==> config.mk <==
export PLATFORM = sky130hd
export DESIGN_NAME = bcd_updown_counter
export DESIGN_NICKNAME = d
export VERILOG_FILES = /design/src/rtl/bcd_updown_counter_pkg.sv /design/src/rtl/bcd_digit.sv /design/src/rtl/bcd_updown_counter.sv
export SDC_FILE = /design/constraint.sdc
export NUM_CORES = 1
export LEC_CHECK = 0
export ABC_CLOCK_PERIOD_IN_PS = 2400
export CORE_UTILIZATION = 48
export CTS_CLUSTER_SIZE = 40
export DETAILED_ROUTE_END_ITERATION = 12
export PLACE_DENSITY = 0.85
export SYNTH_ARGS = -nofsm -noshare
export SYNTH_HDL_FRONTEND = slang
export SYNTH_HIERARCHICAL = 1
export SYNTH_SLANG_ARGS = --single-unit
==> constraint.sdc <==
create_clock -name p_clk_in -period 2.4 [get_ports p_clk_in]
set_input_delay 0.24 -clock p_clk_in [delete_from_list [all_inputs] [get_ports p_clk_in]]
set_output_delay 0.24 -clock p_clk_in [all_outputs]
set_load 0.01 [all_outputs]
==> src/rtl/bcd_updown_counter_pkg.sv <==
// Shared BCD definitions: digit width, digit limits and small digit helpers
// used by the up/down counter and its per-digit slice.
`timescale 1ns/1ps
package bcd_updown_counter_pkg;

   // One BCD digit occupies a nibble; legal values are 0..9.
   localparam int         BCD_W   = 4;
   localparam logic [3:0] BCD_MAX = 4'd9;
   localparam logic [3:0] BCD_MIN = 4'd0;

   typedef logic [BCD_W-1:0] bcd_nib_t;

   // True when the nibble is a legal decimal digit.
   function automatic logic bcd_valid(input bcd_nib_t n);
      return (n <= BCD_MAX);
   endfunction

   // Illegal nibbles (10..15) collapse to 0 so a bad load can never
   // leave a non-decimal value on the count.
   function automatic bcd_nib_t bcd_sanitize(input bcd_nib_t n);
      return bcd_valid(n) ? n : BCD_MIN;
   endfunction

   // Next digit counting up; 9 rolls to 0 (the carry is handled by the chain).
   function automatic bcd_nib_t bcd_inc(input bcd_nib_t n);
      return (n >= BCD_MAX) ? BCD_MIN : (n + 4'd1);
   endfunction

   // Next digit counting down; 0 rolls to 9 (the borrow is handled by the chain).
   // An out-of-range value also lands on 9 so the digit re-enters the legal range.
   function automatic bcd_nib_t bcd_dec(input bcd_nib_t n);
      return ((n == BCD_MIN) || !bcd_valid(n)) ? BCD_MAX : (n - 4'd1);
   endfunction

endpackage

==> src/rtl/bcd_digit.sv <==
// One decimal digit of the counter: holds its own registered nibble,
// accepts a parallel load and steps up or down when its carry-in is set.
// Carry-out is purely combinational so the whole chain ripples within a cycle.
`timescale 1ns/1ps
module bcd_digit
   import bcd_updown_counter_pkg::*;
(
   input  logic     clk_i,
   input  logic     rst_i,
   input  logic     load_i,
   input  bcd_nib_t load_nib_i,
   input  logic     up_i,
   input  logic     cin_i,
   output bcd_nib_t digit_o,
   output logic     cout_o,
   output logic     at_max_o,
   output logic     at_min_o
);

   bcd_nib_t digit_q;
   bcd_nib_t digit_d;

   // Limit flags feed both the carry chain and the terminal-count decode.
   assign at_max_o = (digit_q == BCD_MAX);
   assign at_min_o = (digit_q == BCD_MIN);

   // Ripple to the next digit only when this one rolls over in the current direction.
   assign cout_o   = cin_i & (up_i ? at_max_o : at_min_o);

   assign digit_o  = digit_q;

   // Next digit value: load wins over stepping; no carry-in means hold.
   always_comb begin
      digit_d = digit_q;
      if (load_i) begin
         digit_d = bcd_sanitize(load_nib_i);
      end else if (cin_i) begin
         digit_d = up_i ? bcd_inc(digit_q) : bcd_dec(digit_q);
      end
   end

   // Digit register, cleared asynchronously.
   always_ff @(posedge clk_i or posedge rst_i) begin
      if (rst_i) begin
         digit_q <= BCD_MIN;
      end else begin
         digit_q <= digit_d;
      end
   end

endmodule

==> src/rtl/bcd_updown_counter.sv <==
// Multi-digit BCD up/down counter with parallel load, wrap or saturate
// behaviour at the limits, a combinational terminal-count flag and
// registered one-cycle pulses for limit hits and illegal load digits.
`timescale 1ns/1ps
module bcd_updown_counter
   import bcd_updown_counter_pkg::*;
#(
   parameter int DIGITS = 4,   // number of BCD digits, 1..8
   parameter int WRAP   = 1    // 1 = wrap at the limits, 0 = saturate
) (
   input  logic                  p_clk_in,
   input  logic                  p_rst,
   input  logic                  en,
   input  logic                  up_dn,
   input  logic                  load,
   input  logic [4*DIGITS-1:0]   load_val,
   output logic [4*DIGITS-1:0]   count,
   output logic                  tc,
   output logic                  ovf,
   output logic                  load_err
);

   localparam logic SATURATE = (WRAP == 0) ? 1'b1 : 1'b0;

   // carry[k] is the step request into digit k; carry[DIGITS] leaves the top digit.
   logic [DIGITS:0]   carry;
   logic [DIGITS-1:0] at_max;
   logic [DIGITS-1:0] at_min;
   logic [DIGITS-1:0] nib_bad;

   logic all_max;
   logic all_min;
   logic at_limit;
   logic step_en;
   logic sat_hit;

   logic ovf_q;
   logic ovf_d;
   logic load_err_q;
   logic load_err_d;

   assign all_max  = &at_max;
   assign all_min  = &at_min;

   // Terminal count looks at the direction currently requested, not at en.
   assign at_limit = up_dn ? all_max : all_min;
   assign tc       = at_limit;

   // In saturate mode a step past the limit is suppressed entirely, so the
   // count holds; in wrap mode the step ripples through every digit and rolls.
   assign step_en  = en & ~load & ~(SATURATE & at_limit);
   assign carry[0] = step_en;

   // Attempted step at the limit while saturating.
   assign sat_hit  = en & ~load & at_limit & SATURATE;

   // Digit slices and the combinational carry chain between them.
   for (genvar k = 0; k < DIGITS; k++) begin : g_digit
      bcd_digit u_digit (
         .clk_i      (p_clk_in),
         .rst_i      (p_rst),
         .load_i     (load),
         .load_nib_i (load_val[k*BCD_W +: BCD_W]),
         .up_i       (up_dn),
         .cin_i      (carry[k]),
         .digit_o    (count[k*BCD_W +: BCD_W]),
         .cout_o     (carry[k+1]),
         .at_max_o   (at_max[k]),
         .at_min_o   (at_min[k])
      );

      assign nib_bad[k] = ~bcd_valid(load_val[k*BCD_W +: BCD_W]);
   end

   // Pulse sources: a wrap shows up as a carry out of the top digit, a
   // saturated attempt as sat_hit; a load with any illegal nibble flags load_err.
   always_comb begin
      ovf_d      = carry[DIGITS] | sat_hit;
      load_err_d = load & (|nib_bad);
   end

   // Registered one-cycle status pulses, cleared asynchronously.
   always_ff @(posedge p_clk_in or posedge p_rst) begin
      if (p_rst) begin
         ovf_q      <= 1'b0;
         load_err_q <= 1'b0;
      end else begin
         ovf_q      <= ovf_d;
         load_err_q <= load_err_d;
      end
   end

   assign ovf      = ovf_q;
   assign load_err = load_err_q;

endmodule

==> impl_metrics.tcl <==
set metrics [dict create \
    post_dr_wirelength_cell_um 15.8 \
    actual_transition_at_the_worst_max_transition_pin_ns 0.532 \
    power.leakage_nw 1.17 \
    place.detailed.instances 376 \
    die_width_um 68.6 \
    routed-via-count 2357 \
    post_synth_instance_area_sq_um 2130 \
    num_io_pins 40 \
    multi_input_comb_area_sq_um 1520 \
    finClkSkew_ns 0.0111 \
    maxSlewViolCount 0 \
    r2r_slack_ns 0.1 \
    finalCritPeriodShare_pct 95.9 \
    worstPathRequired_ns 2.59 \
    finalSetupViolations 0 \
    clk_root_buffer_cell "sky130_fd_sc_hd__clkbuf_8" \
    post-route-util_pct 68.4 \
    yosys.area.top_type_share_pct 21.2 \
    timing.setup.critical_path_class "flip-flop to flip-flop" \
    port_buffers 39 \
    clkTransAtPathRegs_ns 0.08 \
    worst_rel_slew_slack_pct 64.5 \
    core.rowCount 23 \
    power.density_cell_area_nw_per_um2 414 \
    syn-num-nets 312 \
    minimum_period_implied_by_the_final_worst_setup_slack_ns 2.30 \
    first_global_vias 2114 \
    outcome "completed" \
    rsz0062_at_grt "yes" \
    cts_inserted_buffers 3 \
    fp.dieArea_sq_um 4700 \
    syn_inst 279 \
    clkSinkCount 18 \
    synth.top_cells.by_area "sky130_fd_sc_hd__dfrtp_1 21%, sky130_fd_sc_hd__ha_1 7.1%, sky130_fd_sc_hd__inv_1 6.2%, sky130_fd_sc_hd__o21ai_0 5.2%, sky130_fd_sc_hd__nor3b_2 4.7%" \
    dr.first_iter.drc_count 259 \
    postCtsHoldBufs 0 \
    timing.rr.start "g_digit[0].u_digit/digit_o[0]" \
    synth_cell_type_count 31 \
    r2r_end "g_digit[3].u_digit/digit_o[2]" \
    tritoncts "done" \
    dieHeight_um 68.6 \
    grt_max_degree 38 \
    cts-root-to-sink-buffers 2 \
    antenna_cells 0 \
    timing.critical_path.to_type "flip-flop" \
    effective_utilization_at_floorplan_pct 51.7 \
    sequential_cell_area_sq_um 455 \
    maxCapViolations 0 \
    routed_via_density 6.19 \
    grt_remaining_overflow 0 \
    layout_cells_excl_fill 381 \
    antenna_found_initial 0 \
    place.gp.congestion 0.914 \
    most_area_hungry_cell_type_in_the_yosys_netlist "sky130_fd_sc_hd__dfrtp_1" \
    layout_cells_sized_above_1_pct 15.4 \
    seq_area_frac_synth_pct 21.2 \
    drt_wl_total_um 6030 \
    max_clock_freq_ghz 0.434 \
    synthesis.area_per_instance_sq_um 7.63 \
    critical_path_peak_fanout 5 \
    drt_first_pass_iters 5 \
    clock_latency_ns 0.26 \
    ys_seq_elements 18 \
    remaining_antenna_violation_count 0 \
    worstPathArrival_ns 2.49 \
    yosys_warnings 6 \
    placeableCoreArea_sq_um 4120 \
    worstSetupStartpointType "flip-flop" \
    grt_first_pass_wirelength_um 9710 \
    tightest_hold_check_type "input pin to async pin" \
    nNetsFinal 365 \
    worstSetupStartpoint "g_digit[0].u_digit/digit_o[0]" \
    timing.reg2reg.worst_path_depth 13 \
    num-fill-cells 329 \
    cp-endpoint "g_digit[3].u_digit/digit_o[2]" \
    total_power_mw 1.16 \
    hpwl_um 4390 \
    syn2layout_area_growth_pct 32.3 \
    htreeDepth 1 \
    timing.final.hold_violations 0 \
    global_router_s_overall_resource_usage_pct 27.6 \
    max-vdd-ir-drop_uv 335 \
    drcViolationCount 0 \
]
## sequential cells by signal (all words and copies together) (netlist names)
signal	flops
g_digit.u_digit/digit_o	16
load_err	1
ovf	1
## kinds of logic after synthesis
| group | after synthesis | synth area share [%] |
|---|---|---|
| AO/OA/AOI/OAI | 98 | 29.5 |
| adder cells (fa/ha/maj) | 12 | 7.05 |
| buffers and inverters | 51 | 9.94 |
| flip-flops | 18 | 21.2 |
| multiplexers | 4 | 1.88 |
| AND/OR/NAND/NOR | 96 | 30.5 |
## where the power goes
part	switching (mW)	total, mW	internal [mW]
combinational	0.265	0.524	0.259
clock	0.112	0.258	0.146
sequential	0.0515	0.382	0.331
total	0.429	1.16	0.736
## worst min path at each step
| stage | to | slack, ns | depth (start not counted) |
|---|---|---|---|
| finish | load_err | 0.31 | 2 |
| global route | load_err | 0.32 | 2 |
| CTS | load_err | 0.29 | 2 |
| detailed placement | ovf | 0.55 | 2 |
| global placement | g_digit[1].u_digit/digit_o[3] | 0.54 | 2 |
| floorplan | load_err | -0.02 | 1 |
## through the flow
stage,instance area (sq um),hold slack [ns],worst slack [ns],TNS [ns]
after floorplan,2140,-0.0188,0.00132,0
after global placement,2710,0.544,0.164,0
after detailed placement,2710,0.551,0.116,0
after CTS,2800,0.289,0.0277,0
after global routing,2820,0.323,-0.0270,-0.0270
final,2820,0.305,0.0979,0
## Yosys cell counts (all sizes together)
| cell type | instances |
|---|---|
| a21o | 4 |
| nand4b | 5 |
| o211ai | 8 |
| o221ai | 4 |
| and4bb | 4 |
| a22oi | 8 |
| nor2b | 5 |
| dfrtp | 18 |
| buf | 16 |
| o22ai | 1 |
| nand2b | 12 |
| nand2 | 17 |
| a31oi | 12 |
| a41oi | 1 |
| o31ai | 4 |
| a21oi | 16 |
| o21ai | 32 |
| nor2 | 16 |
| nor4b | 8 |
| nand4bb | 4 |
| a221o | 4 |
| nor3b | 12 |
| o311ai | 4 |
| inv | 35 |
| nor3 | 8 |
| nand3 | 5 |
| mux2i | 4 |
| ha | 12 |
## cells in the final DEF, fill, tap and decap left out, types with 10 or more instances in the layout
| cell | netlist | layout |
|---|---|---|
| sky130_fd_sc_hd__nand2_1 | 17 | 17 |
| sky130_fd_sc_hd__inv_1 | 35 | 35 |
| sky130_fd_sc_hd__ha_1 | 12 | 10 |
| sky130_fd_sc_hd__nand2b_1 | 12 | 12 |
| sky130_fd_sc_hd__buf_4 | 0 | 24 |
| sky130_fd_sc_hd__nor2_1 | 16 | 13 |
| sky130_fd_sc_hd__clkdlybuf4s50_1 | 0 | 38 |
| sky130_fd_sc_hd__dfrtp_1 | 18 | 14 |
| sky130_fd_sc_hd__o21ai_1 | 10 | 10 |
| sky130_fd_sc_hd__a31oi_1 | 12 | 12 |
| sky130_fd_sc_hd__a21oi_1 | 16 | 16 |
| sky130_fd_sc_hd__o21ai_0 | 22 | 22 |
## critical path, cell delays in order, from the launching register on
cell and delay [ns]:
sky130_fd_sc_hd__dfrtp_1 0.40, sky130_fd_sc_hd__inv_1 0.09, sky130_fd_sc_hd__ha_2 0.19, sky130_fd_sc_hd__nor3b_4 0.27, sky130_fd_sc_hd__mux2i_1 0.13, sky130_fd_sc_hd__nor2_2 0.13
sky130_fd_sc_hd__inv_1 0.09, sky130_fd_sc_hd__nor2_2 0.14, sky130_fd_sc_hd__inv_1 0.10, sky130_fd_sc_hd__nor2_4 0.15, sky130_fd_sc_hd__nand2b_1 0.10, sky130_fd_sc_hd__o21ai_0 0.11
sky130_fd_sc_hd__and4bb_1 0.21, sky130_fd_sc_hd__a221o_1 0.11
## final cells by class
class / count / share of cell area [%]
Tap cell: 50 / 2.22
Sequential cell: 18 / 16.2
Timing Repair Buffer: 64 / 21.1
Multi-Input combinational cell: 210 / 53.9
Clock buffer: 4 / 1.96
Inverter: 35 / 4.67
## what timing repair did
action | 4_1_cts | 5_1_grt
buffers inserted | 0 | 1
resized for setup | 7 | 5
setup endpoints to repair | 1 | 3
pin swaps | 0 | 1
## per-layer routing
layer,global-route usage (%),part of all wire [%],vias up,routed length [um]
met4,8.07,2.4,0,146
met1,35.2,44,1105,2660
li1,-,-,1133,-
met5,0,0,-,0
met2,47.1,48,97,2910
met3,4.93,5.2,22,314
No activity file was read; power rests on OpenSTA's default activity.
